### src/rtl/cdc_channel_arbiter.sv
// cdc_channel_arbiter
// Round-robin arbiter that serialises R requesters onto one four-phase
// xreq/xack handshake toward a destination clock domain. xack arrives
// already synchronised into dclk. Every output is registered.
// Build option: define CDC_ARB_TIMEOUT_EN to add a T-cycle watchdog on the
// REQ and REL phases. Without it, timeout_err is constant 0 and both phases
// wait for xack indefinitely.

module cdc_channel_arbiter #(
  parameter int N = 8,
  parameter int R = 4,
  parameter int T = 64
) (
  input  logic                                 dclk,
  input  logic                                 drstn,
  input  logic [R-1:0]                         req_valid,
  input  logic [R*N-1:0]                       req_data,
  output logic [R-1:0]                         req_done,
  output logic                                 xreq,
  output logic [N-1:0]                         xdat,
  input  logic                                 xack,
  output logic                                 busy,
  output logic [((R > 1) ? $clog2(R) : 1)-1:0] grant_id,
  output logic                                 timeout_err
);

  localparam int IW = (R > 1) ? $clog2(R) : 1;

  typedef enum logic [1:0] {
    S_IDLE = 2'd0,
    S_REQ  = 2'd1,
    S_REL  = 2'd2
  } state_t;

  // Reject configurations the round-robin search and watchdog do not support.
  if (R < 2 || R > 16 || T < 2) begin : g_bad_param
    $error("cdc_channel_arbiter: R must be 2..16 and T at least 2");
  end

  // First requesting index at or after 'start', wrapping modulo R.
  function automatic logic [IW-1:0] rr_pick(input logic [R-1:0]  v,
                                            input logic [IW-1:0] start);
    logic [IW-1:0] pick;
    logic [IW-1:0] idx;
    logic          found;
    pick  = start;
    found = 1'b0;
    for (int i = 0; i < R; i++) begin
      idx = IW'((int'(start) + i) % R);
      if (!found && v[idx]) begin
        pick  = idx;
        found = 1'b1;
      end
    end
    return pick;
  endfunction

  // Payload slice belonging to requester 'sel'.
  function automatic logic [N-1:0] slice_of(input logic [R*N-1:0] d,
                                            input logic [IW-1:0]  sel);
    logic [N-1:0] res;
    res = '0;
    for (int r = 0; r < R; r++) begin
      if (sel == IW'(r)) begin
        res = d[r*N +: N];
      end
    end
    return res;
  endfunction

  state_t        state_r, state_s;
  logic          xreq_r, xreq_s;
  logic [N-1:0]  xdat_r, xdat_s;
  logic [IW-1:0] gid_r, gid_s;
  logic [IW-1:0] ptr_r, ptr_s;
  logic [R-1:0]  done_r, done_s;
  logic          busy_r, busy_s;
  logic [IW-1:0] win_s;

`ifdef CDC_ARB_TIMEOUT_EN
  localparam int CW = (T > 2) ? $clog2(T) : 1;
  logic [CW-1:0] cnt_r, cnt_s;
  logic          terr_r, terr_s;
`endif

  assign win_s = rr_pick(req_valid, ptr_r);

  // Next-state and next-output computation for the handshake FSM.
  always_comb begin
    state_s = state_r;
    xreq_s  = xreq_r;
    xdat_s  = xdat_r;
    gid_s   = gid_r;
    ptr_s   = ptr_r;
    done_s  = '0;
`ifdef CDC_ARB_TIMEOUT_EN
    cnt_s   = cnt_r;
    terr_s  = 1'b0;
`endif
    case (state_r)
      S_IDLE: begin
        // A still-high xack belongs to the previous transfer: hold off.
        if ((|req_valid) && !xack) begin
          state_s = S_REQ;
          xreq_s  = 1'b1;
          xdat_s  = slice_of(req_data, win_s);
          gid_s   = win_s;
          ptr_s   = IW'((int'(win_s) + 1) % R);
`ifdef CDC_ARB_TIMEOUT_EN
          cnt_s   = '0;
`endif
        end else begin
          state_s = S_IDLE;
        end
      end
      S_REQ: begin
        if (xack) begin
          state_s = S_REL;
          xreq_s  = 1'b0;
`ifdef CDC_ARB_TIMEOUT_EN
          cnt_s   = '0;
`endif
        end
`ifdef CDC_ARB_TIMEOUT_EN
        else if (cnt_r == CW'(T - 2)) begin
          state_s = S_REL;
          xreq_s  = 1'b0;
          terr_s  = 1'b1;
          cnt_s   = '0;
        end else begin
          state_s = S_REQ;
          cnt_s   = cnt_r + CW'(1);
        end
`else
        else begin
          state_s = S_REQ;
        end
`endif
      end
      S_REL: begin
        if (!xack) begin
          state_s       = S_IDLE;
          done_s[gid_r] = 1'b1;
        end
`ifdef CDC_ARB_TIMEOUT_EN
        else if (cnt_r == CW'(T - 2)) begin
          state_s       = S_IDLE;
          done_s[gid_r] = 1'b1;
          terr_s        = 1'b1;
        end else begin
          state_s = S_REL;
          cnt_s   = cnt_r + CW'(1);
        end
`else
        else begin
          state_s = S_REL;
        end
`endif
      end
      default: begin
        state_s = S_IDLE;
        xreq_s  = 1'b0;
      end
    endcase
    busy_s = (state_s != S_IDLE);
  end

  // FSM state register.
  always_ff @(posedge dclk) begin
    if (!drstn) begin
      state_r <= S_IDLE;
    end else begin
      state_r <= state_s;
    end
  end

  // Registered handshake outputs, grant bookkeeping and round-robin pointer.
  always_ff @(posedge dclk) begin
    if (!drstn) begin
      xreq_r <= 1'b0;
      xdat_r <= '0;
      gid_r  <= '0;
      ptr_r  <= '0;
      done_r <= '0;
      busy_r <= 1'b0;
    end else begin
      xreq_r <= xreq_s;
      xdat_r <= xdat_s;
      gid_r  <= gid_s;
      ptr_r  <= ptr_s;
      done_r <= done_s;
      busy_r <= busy_s;
    end
  end

`ifdef CDC_ARB_TIMEOUT_EN
  // Watchdog counter and timeout pulse register.
  always_ff @(posedge dclk) begin
    if (!drstn) begin
      cnt_r  <= '0;
      terr_r <= 1'b0;
    end else begin
      cnt_r  <= cnt_s;
      terr_r <= terr_s;
    end
  end

  assign timeout_err = terr_r;
`else
  assign timeout_err = 1'b0;
`endif

  assign xreq     = xreq_r;
  assign xdat     = xdat_r;
  assign grant_id = gid_r;
  assign req_done = done_r;
  assign busy     = busy_r;

endmodule

### config.mk
export PLATFORM = sky130hd
export DESIGN_NAME = cdc_channel_arbiter
export DESIGN_NICKNAME = d
export VERILOG_FILES = /design/src/rtl/cdc_channel_arbiter.sv
export SDC_FILE = /design/constraint.sdc
export NUM_CORES = 1
export LEC_CHECK = 0
export BUFFER_PORTS_ARGS = -buffer_cell sky130_fd_sc_hd__buf_2
export CAP_MARGIN = 20
export CORE_ASPECT_RATIO = 0.8
export CORE_MARGIN = 4
export CORE_UTILIZATION = 40
export CTS_BUF_LIST = sky130_fd_sc_hd__clkbuf_2 sky130_fd_sc_hd__clkbuf_4 sky130_fd_sc_hd__clkbuf_8
export DETAILED_ROUTE_END_ITERATION = 10
export PLACE_DENSITY_LB_ADDON = 0.3
export REMOVE_ABC_BUFFERS = 1
export SETUP_SLACK_MARGIN = 0.4
export SLEW_MARGIN = 10
export SYNTH_ARGS = -nofsm -noshare
export SYNTH_HDL_FRONTEND = slang
export SYNTH_SLANG_ARGS = --single-unit
### constraint.sdc
create_clock -name dclk -period 3.5 [get_ports dclk]
set_input_delay 0.175 -clock dclk [delete_from_list [all_inputs] [get_ports dclk]]
set_output_delay 0.175 -clock dclk [all_outputs]
set_load 0.01 [all_outputs]
## Word-level counts from Yosys, hierarchy flattened

Cells that the tools add are included.

- Add/sub/neg operators: 4
- Magnitude comparators: 6
- Equality and inequality tests: 7
- Multiplexer cells: 27
- Bitwise operators: 2
- Reduce and logical (&&, ||, !) cells: 16

Operators by type and width:

| kind | count |
|---|---|
| 8-bit two-way mux | 4 |
| 2-bit by 3-bit less-than comparator with 1-bit output (second input constant) | 5 |
| 1-bit two-way mux | 11 |
| 2-bit two-way mux | 5 |
| 1-bit binary-select mux with 2-bit select | 4 |
| 2-bit == test (second input constant) | 3 |
| 2-bit one-hot mux with 3 select lines | 1 |
| 1-bit logical AND | 5 |
| 2-bit by 1-bit adder with 2-bit output (second input constant) | 2 |
| 2-bit adder (second input constant) | 2 |
| 2-bit by 1-bit == test with 1-bit output (second input constant) | 2 |
| 1-bit logical NOT | 4 |
| 2-bit logical NOT | 2 |
| 2-bit inequality test (second input constant) | 2 |
| 4-bit OR reduction | 1 |
| 1-bit one-hot mux with 3 select lines | 1 |
| 3-bit AND reduction | 1 |
| 3-bit OR reduction | 1 |
| 1-bit demux with 2-bit select | 1 |
| 2-bit by 1-bit greater-or-equal comparator with 1-bit output (second input constant) | 1 |
| 1-bit NOT | 2 |
| 2-bit AND reduction | 1 |
| 2-bit nonzero test | 1 |

- Bits in registers: 20
- Input port bits: 39
- Output and inout port bits: 17
- Logic and storage cells: 69

## Longest topological paths before layout

Gate-level depths: netlist of the first run.

- Depth after elaboration: 17
- Gate-level depth with buffers: 11
- Mapped depth without buffers: 9

## Worst setup path before layout of the first run

OpenSTA, ideal clock, no wires.

- Kind: reg2reg
- Start: reg ptr_r[0]
- End: reg xdat_r[1], in the netlist xdat[1]
- Library setup time: 0.122 ns
- Arrival time: 1.839 ns
- Setup slack: 1.540 ns
- Stages on the path, launching flop included: 11
- Clock period less this slack: 1.960 ns
- Cell sequence: dfxtp_1 -> and2b_1 -> a21oi_1 -> o211ai_1 -> inv_1 -> ha_1 -> clkbuf_1 -> a21oi_1 -> o21ai_0 -> a22oi_1 -> a21oi_1

- Word-level cells in the longest chain between the ends: 17
- Elaborated cells on any way between the ends: 31
- Classes of those cells: add/sub: 3; eq/ne: 3; mux: 18; reduce/logical: 7

Ends and longest elaborated chain:

| item | RTL line | RTL |
|---|---|---|
| start: declaration | 75 | `logic [IW-1:0] ptr_r, ptr_s;` |
| start signal: assignment | 190 | `ptr_r <= ptr_s;` |
| parallel branches: the longest is 11 deep, another holds 2-bit by 1-bit adder with 2-bit output | -- |  |
| 2-bit two-way mux * | 50 | `if (!found && v[idx]) begin` |
| net win_s[0] | 78 | `logic [IW-1:0] win_s;` |
| 2-bit logical NOT | 64 | `if (sel == IW'(r)) begin` |
| 8-bit two-way mux (3 in series) | 64 |  |
| 8-bit two-way mux * | 64 |  |
| end signal: assignment | 188 | `xdat_r <= xdat_s;` |
| end: declaration | 73 | `logic [N-1:0] xdat_r, xdat_s;` |

Mark *: on every way through the listed nets, which the timed path passes. The select of a mux whose other input is x is not followed.
A chain may end at the register's enable or synchronous reset.

## Worst setup path after layout of the first run

- Start: reg ptr_r[0]
- End: reg xdat_r[0], in the netlist xdat[0]

The elaborated chain is that of the path after synthesis.

==> qor.yml, run 1 <==
status: "completed"
gp_congestion: 0.807
synth-compound-area-share: 0.336
mostFrequentLayoutCell: "buf_2"
yosys-top-cells-area: "dfxtp_1 36%, a21oi_1 13%, o21ai_0 7.7%"
cap_violations: 0
yosys.area.top_type_share: 0.361
start_util: 0.436
via_per_inst: 5.38
synth-seq-cells: 20
final_cell_mix: "54 x buf_2, 29 x a21oi_1, 20 x dfxtp_1"
syn_inst: 144
wire_per_inst_um: 13.0
fmax_mhz: 445
clkLatencyLatePin_ps: 310
yosys.area_share.adder: 0.0451
final_antenna_net_count: 0
synth-simple-area-share: 0.155
cts_root_buf: "clkbuf_4"
met2_length_mm: 1.45
synth_top_family_by_area: "compound AO/OA/AOI/OAI gates"
yosysTopAreaCell: "dfxtp_1"
cts_setup_buffers: 0
ctsLongestPathBuffers: 2
row_count: 16
slew_violations: 0
portBuffers: 54
rsz0062_at_grt: "false"
routed.top_layer: "met4"
stdcell_area_sq_um: 1440
hold_viol_final: 0
die_w_um: 66.9
dp_cells: 225
met3WireLength_um: 194
die_height_um: 55.1
ir_worst_vdd_v: 0.000185
dp_hpwl_mm: 2.20
seq_area_frac_synth: 0.361
clock_sinks: 20
globalRouteOverflowTotal: 0
cts_made_buffers: 3
drt_iter0_drc: 92
worstMarginPinSlew_ps: 563
fin_tns_setup_ps: 0
synth_xor_area_frac: 0.00790
holdWs_ps: 111
core_area_sq_um: 2540
path_clk_slew_ps: 120
drive_gt1_frac: 0.332
synth.mux.area_fraction: 0
cp.arrival_ps: 2450
cts_hold_buf: 0
fin_crit_sh: 0.642
hold_path_class: "input pin to flip-flop"
grt_max_degree: 21
htree_num_levels: 1
via_count: 1231
synth.avg_cell_area_sq_um: 7.70
cts_resized: 0
cp_max_fo: 16
p_leak_nw: 0.727
grt_usage: 0.165
p_per_area_nw_per_um2: 443
wl_met1_mm: 1.25
finalCriticalPeriod_ps: 2250
grt_pass1_vias: 1088
path_class: "flip-flop to flip-flop"
placed_area_sq_um: 1390
skew_ps: 7.60
setup_viol: 0
stdcell_count: 229
synth_cell_types: 31
max_slew_margin: 0.625
crit_required_ps: 3700
cp-start-kind: "flip-flop"
fin_nets: 237
ys_warn_count: 0
drt_wl_total_mm: 2.97
area_delta_synth_final_pct: 29.8
num_antenna_cells: 0
die_area_sq_um: 3680
io_pins: 56
cts_tree: "built"
drt-pass1-iter-count: 5
drcViolationCount: 0
netlist_area_sq_um: 1110
antenna_found_initial: 0
grt_pass1_wl_mm: 4.59
endpoint_kind: "flip-flop"
post-route-util: 0.566
## synthesized netlist by cell type
master and number:
nor4_4 1, and3_1 2, nand2_1 11, dfxtp_1 20, ha_1 4, a2111oi_2 1, o31ai_2 1, nor2_1 3
a31oi_1 1, o21ba_1 1, o211ai_1 1, or4_4 1, conb_1 1, a211o_1 1, clkbuf_1 6, nor3b_1 2
buf_2 3, a21oi_1 29, xor2_1 1, inv_1 15, o21ai_1 3, a22oi_1 8, nor2b_1 2, buf_4 1
or2_1 1, nor3_1 2, nor4_2 1, o21ai_0 17, nand3_1 2, o21a_1 1, and2b_1 1
## area by class of cell
cell class,instances,area [sq um]
Inverter,15,56.3
Clock inverter,1,30.0
Clock buffer,3,22.5
Tap cell,36,45.0
Fill cell,243,1100
Timing Repair Buffer,55,278
Sequential cell,20,400
Multi-Input combinational cell,99,607
## layer usage
layer | GRT usage | vias up
met5 | 0 | -
met4 | 0.0707 | 0
met3 | 0.0283 | 7
met2 | 0.311 | 47
met1 | 0.188 | 578
li1 | - | 599
## sequential cells by signal (all words and copies together), names as in the netlist
register,flops
busy,1
grant_id,2
ptr_r,2
req_done,4
state_r,2
xdat,8
xreq,1
## report_power, final
| part | total, mW | internal, mW | switching, mW | leakage, nW |
|---|---|---|---|---|
| Clock | 0.193 | 0.116 | 0.0773 | 0.0279 |
| Combinational | 0.184 | 0.0791 | 0.105 | 0.534 |
| Sequential | 0.260 | 0.246 | 0.0140 | 0.164 |
## logic make-up (layout without fill, tap and decap cells)
logic type / Yosys count / in the layout
compound gates: 64 / 64
buf+inv: 25 / 74
other cells: 1 / 1
fa+ha+maj: 4 / 4
xor+xnor: 1 / 1
simple gates: 29 / 29
flops: 20 / 20
## worst max-delay path, cell delays in order (launching register included)
cell and delay, ps:
dfxtp_1 360, and2b_1 210, a21oi_1 40, o211ai_1 420
inv_1 130, ha_1 390, a21oi_1 190, o21ai_0 100
a22oi_1 200, a21oi_1 100
## final timing paths
path,startpoint,to,slack [ps],cells after the start
worst max-delay path,ptr_r[0]$_SDFFE_PN0N_,xdat[0]$_SDFFE_PN0N_,1250,9
worst min-delay path,xack,state_r[0]$_SDFF_PN0_,110,2
worst max register to register,ptr_r[0]$_SDFFE_PN0N_,xdat[0]$_SDFFE_PN0N_,1250,9
worst min register to register,xreq$_SDFFE_PN0P_,xreq$_SDFFE_PN0P_,460,2
## through the flow
step	total power [mW]	setup slack, ps
floorplan	0.378	1560
global placement	0.439	1440
detailed placement	0.447	1340
CTS	0.639	1280
global route	0.674	1070
finish	0.637	1250
Note: power is estimated with default switching activity, not from simulation.
==> inputs of run 2 (changes only) <==
==> constraint.sdc (replaced) <==
create_clock -name dclk -period 2 [get_ports dclk]
set_input_delay 0.1 -clock dclk [delete_from_list [all_inputs] [get_ports dclk]]
set_output_delay 0.1 -clock dclk [all_outputs]
set_load 0.01 [all_outputs]
==> run 2 against run 1 <==
  * Final cell count up 3.9%
  * Routed wire length up 13%
  * Total power up 91%
  * Critical endpoint is now xdat[4]$_SDFFE_PN0N_
  * Highest routed layer unchanged
  * Cell area up 11%
  * Core utilization up 6.0 points
  * Die area unchanged
  * Sequential cell count unchanged
  * Largest power group unchanged
  * Clock-buffer cell count unchanged
  * Maximum frequency up 25%
  * Register-to-register slack worse by 1100 ps
  * Global-route usage up 1.7 points
  * Sequential share of layout area down 2.5 points
==> qor.yml, run 2 (same netlist as run 1, synthesis figures left out) <==
status: "completed"
whs_path_depth: 2  # unchanged
stdcell_count: 238  # +3.9%
grt_pass1_vias: 1165  # +7.1%
grt_usage: 0.182  # +0.0168
final_antenna_net_count: 0  # unchanged
cp_cell_sequence: "and2b_1 > a21oi_1 > o211ai_1 > inv_2 > ha_4 > buf_4 > o21ai_1 > a22oi_1 > a21oi_1"
portBuffers: 54  # unchanged
ctsLongestPathBuffers: 2  # unchanged
path_clk_slew_ps: 110  # about the same
largest_reg_flops: 8  # unchanged
ff2ff_setup_slack_ps: 200  # -1060 ps
drt-pass1-iter-count: 4  # -1
hold_path_startpoint: "xack"
cp-start-kind: "flip-flop"
slew_violations: 0  # unchanged
cts_tree: "built"
hold_end: "state_r[0]$_SDFF_PN0_"
hold_viol_final: 0  # unchanged
setup_viol: 0  # unchanged
n_fill_cell: 237  # -2.5%
fin_crit_sh: 0.902  # +0.260
drt_iter0_drc: 77  # -16%
cp_max_fo: 9  # -7
via_per_inst: 5.24  # -2.6%
gp_congestion: 0.787  # -2.5%
fin_tns_setup_ps: 0  # unchanged
stdcell_area_sq_um: 1590  # +11%
timing.rr.end: "xdat[4]$_SDFFE_PN0N_"
dp_hpwl_mm: 2.23  # +1.1%
grt_pass1_wl_mm: 5.16  # +12%
antenna_found_initial: 0  # unchanged
final_cell_mix: "54 x buf_2, 24 x a21oi_1, 18 x dfxtp_1"
globalRouteOverflowTotal: 0  # unchanged
rsz0062_at_grt: "true"
p_per_area_nw_per_um2: 767  # +73%
cts_root_buf: "clkbuf_4"
crit_required_ps: 2240  # -1460 ps
htree_num_levels: 1  # unchanged
drcViolationCount: 0  # unchanged
core_area_sq_um: 2540  # unchanged
critPathMaxStageDelay_ps: 350  # -70 ps
dp_cells: 228  # +1.3%
area_delta_synth_final_pct: 43.5
placed_area_sq_um: 1410  # +1.6%
p_leak_nw: 0.777  # +6.9%
regToRegStartpoint: "ptr_r[0]$_SDFFE_PN0N_"
grt_max_degree: 21  # unchanged
finalCriticalPeriod_ps: 1800  # -443 ps
io_pins: 56  # unchanged
num_antenna_cells: 0  # unchanged
worstRegToRegCells: 9  # unchanged
row_count: 16  # unchanged
fmax_mhz: 554  # +25%
cts_made_buffers: 3  # unchanged
cap_violations: 0  # unchanged
start_util: 0.436  # unchanged
clkLatencyLatePin_ps: 300  # about the same
fin_nets: 246  # +3.8%
via_count: 1246  # +1.2%
hold_path_class: "input pin to flip-flop"
ir_worst_vdd_v: 0.000445  # +140%
skew_ps: 5.92  # -1.68 ps
cp_num_buf_inv: 2  # +1
cp.arrival_ps: 2050  # -400 ps
drt_wl_total_mm: 3.36  # +13%
cts_hold_buf: 0  # unchanged
drive_gt1_frac: 0.436  # +0.104
endpoint_kind: "flip-flop"
die_area_sq_um: 3680  # unchanged
clock_sinks: 20  # unchanged
slowest_stage: "dfxtp_2"
mostFrequentLayoutCell: "buf_2"
total_power_mw: 1.22  # +91%
die_w_um: 66.9  # unchanged
wire_per_inst_um: 14.1  # +8.9%
path_class: "flip-flop to flip-flop"
die_height_um: 55.1  # unchanged
critPathMostFrequentCell: "a21oi_1"
critPathTopFamily: "compound AO/OA/AOI/OAI gates"
-- run 2: cell count changes in the layout (fill, tap and decap cells not counted), moves of 5 or more --
cell | before | now
o21ai_1 | 3 | 9
a21oi_1 | 29 | 24
a21oi_2 | 0 | 5
buf_4 | 1 | 10
o21ai_0 | 17 | 9
-- run 2: what timing repair did --
action                     CTS  global route
setup endpoints to repair    8             9
cloned                       0             0
gates resized for setup     21             7
pin swaps                    3             5
setup buffers                5             1
-- run 2: metal layers --
layer	share of wire	up-vias	routed length [um]	global-route usage
met3	0.066	8	220	0.0444
met1	0.40	569	1330	0.212
met2	0.51	50	1730	0.322
met4	0.022	0	73	0.0808
met5	0	-	0	0
li1	-	619	-	-
-- run 2: cell type report --
type                       instances  area, sq um  share of cell area
clock buffer                       3         22.5              0.0142
clock inverter                     1         30.0              0.0189
inverter                          15         56.3              0.0354
multi-input combinational         99          688               0.433
sequential                        20          403               0.253
tap                               36         45.0              0.0283
timing repair buffer              64          345               0.217
-- run 2: worst max path at each step --
stage / start / endpoint / slack, ps / cells after the start
final: ptr_r[0]$_SDFFE_PN0N_ / xdat[4]$_SDFFE_PN0N_ / 200 / 9
after global routing: ptr_r[0]$_SDFFE_PN0N_ / xdat[4]$_SDFFE_PN0N_ / 90 / 9
after CTS: ptr_r[0]$_SDFFE_PN0N_ / xdat[4]$_SDFFE_PN0N_ / 220 / 9
after detailed placement: ptr_r[1]$_SDFFE_PN0N_ / xdat[3]$_SDFFE_PN0N_ / 20 / 9
after global placement: ptr_r[0]$_SDFFE_PN0N_ / xdat[2]$_SDFFE_PN0N_ / 120 / 9
after floorplan: ptr_r[0]$_SDFFE_PN0N_ / xdat[0]$_SDFFE_PN0N_ / 60 / 9
-- run 2: power by group --
| part | leakage [nW] | internal, mW | switching [mW] |
|---|---|---|---|
| Combinational | 0.584 | 0.203 | 0.231 |
| Clock | 0.0279 | 0.203 | 0.129 |
| Sequential | 0.165 | 0.431 | 0.0223 |
| Total | 0.777 | 0.837 | 0.383 |
-- run 2: metrics by stage --
step / util / hold WS (ps) / setup WS [ps]
5_1_grt: 0.625 / 61.9 / 88.8
6_report: 0.625 / 66.0 / 196
3_5_place_dp: 0.554 / 379 / 19.8
2_1_floorplan: - / 180 / 63.4
4_1_cts: 0.613 / 50.4 / 216
3_3_place_gp: 0.554 / 362 / 115
==> inputs of run 3 (changes only) <==
==> constraint.sdc (replaced) <==
create_clock -name dclk -period 1.9 [get_ports dclk]
set_input_delay 0.095 -clock dclk [delete_from_list [all_inputs] [get_ports dclk]]
set_output_delay 0.095 -clock dclk [all_outputs]
set_load 0.01 [all_outputs]
==> run 3 against run 2 <==
  * Clock skew shrank 2.6 ps
  * Clock power is 7.2% higher
  * Setup slack got worse by 180 ps
  * Combinational power up 20%
  * Sequential share of layout area shrank 1.7 points
  * Final cell count rose by 2.1%
  * Die area is the same
  * Global-route usage down 0.63 points
  * Maximum frequency decreased by 4.4%
  * Register-to-register slack worse by 180 ps
==> qor.yml, run 3 (same netlist as run 1, synthesis figures left out) <==
status: "completed"
ctsLongestPathBuffers: 2  # unchanged
met3WireLength_um: 221  # +0.45%
area_delta_synth_final_pct: 53.2
antenna_found_initial: 0  # unchanged
final.setup.worst_slack_ps: 13.7  # -183 ps
setup_viol: 0  # unchanged
core_area_sq_um: 2540  # unchanged
io_pins: 56  # unchanged
portBuffers: 54  # unchanged
globalRouteOverflowTotal: 0  # unchanged
grt_pass1_wl_mm: 4.97  # -3.6%
final_cell_mix: "54 x buf_2, 21 x a21oi_1, 19 x dfxtp_1"
cp_max_fo: 8  # -1
drive_gt1_frac: 0.493  # +0.0571
cts_root_buf: "clkbuf_4"
grt_max_degree: 21  # unchanged
met2_length_mm: 1.83  # +6.0%
hold_path_class: "input pin to flip-flop"
rsz0062_at_grt: "true"
n_fill_cell: 222  # -6.3%
dp_hpwl_mm: 2.19  # -1.5%
drcViolationCount: 0  # unchanged
whs_path_depth: 2  # unchanged
drt-pass1-iter-count: 4  # unchanged
htree_num_levels: 1  # unchanged
die_height_um: 55.1  # unchanged
die_area_sq_um: 3680  # unchanged
grt_pass1_vias: 1187  # +1.9%
finalCriticalPeriod_ps: 1890  # +82.5 ps
start_util: 0.436  # unchanged
crit_required_ps: 2150  # -90 ps
largest_reg_flops: 8  # unchanged
endpoint_kind: "flip-flop"
routed.top_layer: "met4"
ir_worst_vdd_v: 0.000399  # -10%
clock_sinks: 20  # unchanged
post-route-util: 0.668  # +0.0423
fin_nets: 251  # +2.0%
worstRegToRegCells: 10  # +1
path_clk_slew_ps: 120  # about the same
fmax_mhz: 530  # -4.4%
path_class: "flip-flop to flip-flop"
via_count: 1303  # +4.6%
drt_iter0_drc: 90  # +17%
wl_met1_mm: 1.40  # +4.7%
skew_ps: 3.35  # -2.57 ps
p_leak_nw: 0.814  # +4.8%
row_count: 16  # unchanged
cp-start-kind: "flip-flop"
drt_wl_total_mm: 3.49  # +4.1%
num_antenna_cells: 0  # unchanged
cp.arrival_ps: 2140  # +90 ps
gp_congestion: 0.852  # +8.2%
via_per_inst: 5.36  # +2.4%
grt_usage: 0.176  # -0.00629
slew_violations: 0  # unchanged
hold_viol_final: 0  # unchanged
fin_crit_sh: 0.993  # +0.0909
cts_made_buffers: 3  # unchanged
final_antenna_net_count: 0  # unchanged
cap_violations: 0  # unchanged
mostFrequentLayoutCell: "buf_2"
place_ws_ps: -128  # -148 ps
cts_tree: "built"
p_per_area_nw_per_um2: 799  # +4.2%
clkLatencyLatePin_ps: 310  # about the same
wire_per_inst_um: 14.4  # +1.9%
die_w_um: 66.9  # unchanged
[run 3: cell type report]
| cell class | instances | area [sq um] | share of cell area |
|---|---|---|---|
| multi-input combinational | 99 | 744 | 0.438 |
| clock buffer | 3 | 22.5 | 0.0133 |
| inverter | 15 | 56.3 | 0.0332 |
| tap | 36 | 45.0 | 0.0265 |
| sequential | 20 | 402 | 0.237 |
| clock inverter | 1 | 30.0 | 0.0177 |
| timing repair buffer | 69 | 398 | 0.234 |
[run 3: what timing repair did]
| item | CTS | global route |
|---|---|---|
| setup buffers | 6 | 1 |
| resized for setup | 16 | 28 |
| pin swaps | 4 | 11 |
| hold buffers | 0 | 0 |
| endpoints found under the setup margin | 9 | 10 |
| gates cloned | 0 | 0 |
[run 3: routing by layer]
metal / vias up / global-route usage
li1: 634 / -
met1: 612 / 0.200
met2: 53 / 0.344
met3: 4 / 0.0162
met4: 0 / 0.0707
met5: - / 0
[run 3: final timing paths]
kind / start / endpoint / slack, ps
worst min register to register: xreq$_SDFFE_PN0P_ / xreq$_SDFFE_PN0P_ / 470
worst min-delay path: xack / state_r[0]$_SDFF_PN0_ / 40
worst max register to register: ptr_r[0]$_SDFFE_PN0N_ / xdat[2]$_SDFFE_PN0N_ / 10
worst max-delay path: ptr_r[0]$_SDFFE_PN0N_ / xdat[2]$_SDFFE_PN0N_ / 10
[run 3: critical path, cell delays in order, from the launching register on]
cell	delay (ps)
dfxtp_2	360
and2b_1	230
a21oi_2	50
o211ai_1	290
buf_4	190
buf_6	100
ha_4	180
nand2_1	90
o21ai_2	160
a22oi_2	70
a21oi_1	110
[run 3: report_power, final]
| group | total (mW) | switching, mW | internal [mW] |
|---|---|---|---|
| Sequential | 0.479 | 0.0249 | 0.454 |
| Combinational | 0.522 | 0.270 | 0.252 |
| Clock | 0.356 | 0.143 | 0.213 |
[run 3: metrics by stage]
step / cell area (sq um) / hold slack, ps / cells / TNS, ps / power (mW)
floorplan: 1060 / 175 / 134 / -170 / 0.696
global placement: 1440 / 356 / 232 / -373 / 0.841
detailed placement: 1440 / 366 / 232 / -950 / 0.853
CTS: 1610 / 27.0 / 242 / 0 / 1.27
global route: 1700 / 23.8 / 243 / -476 / 1.43
finish: 1700 / 44.2 / 243 / 0 / 1.36
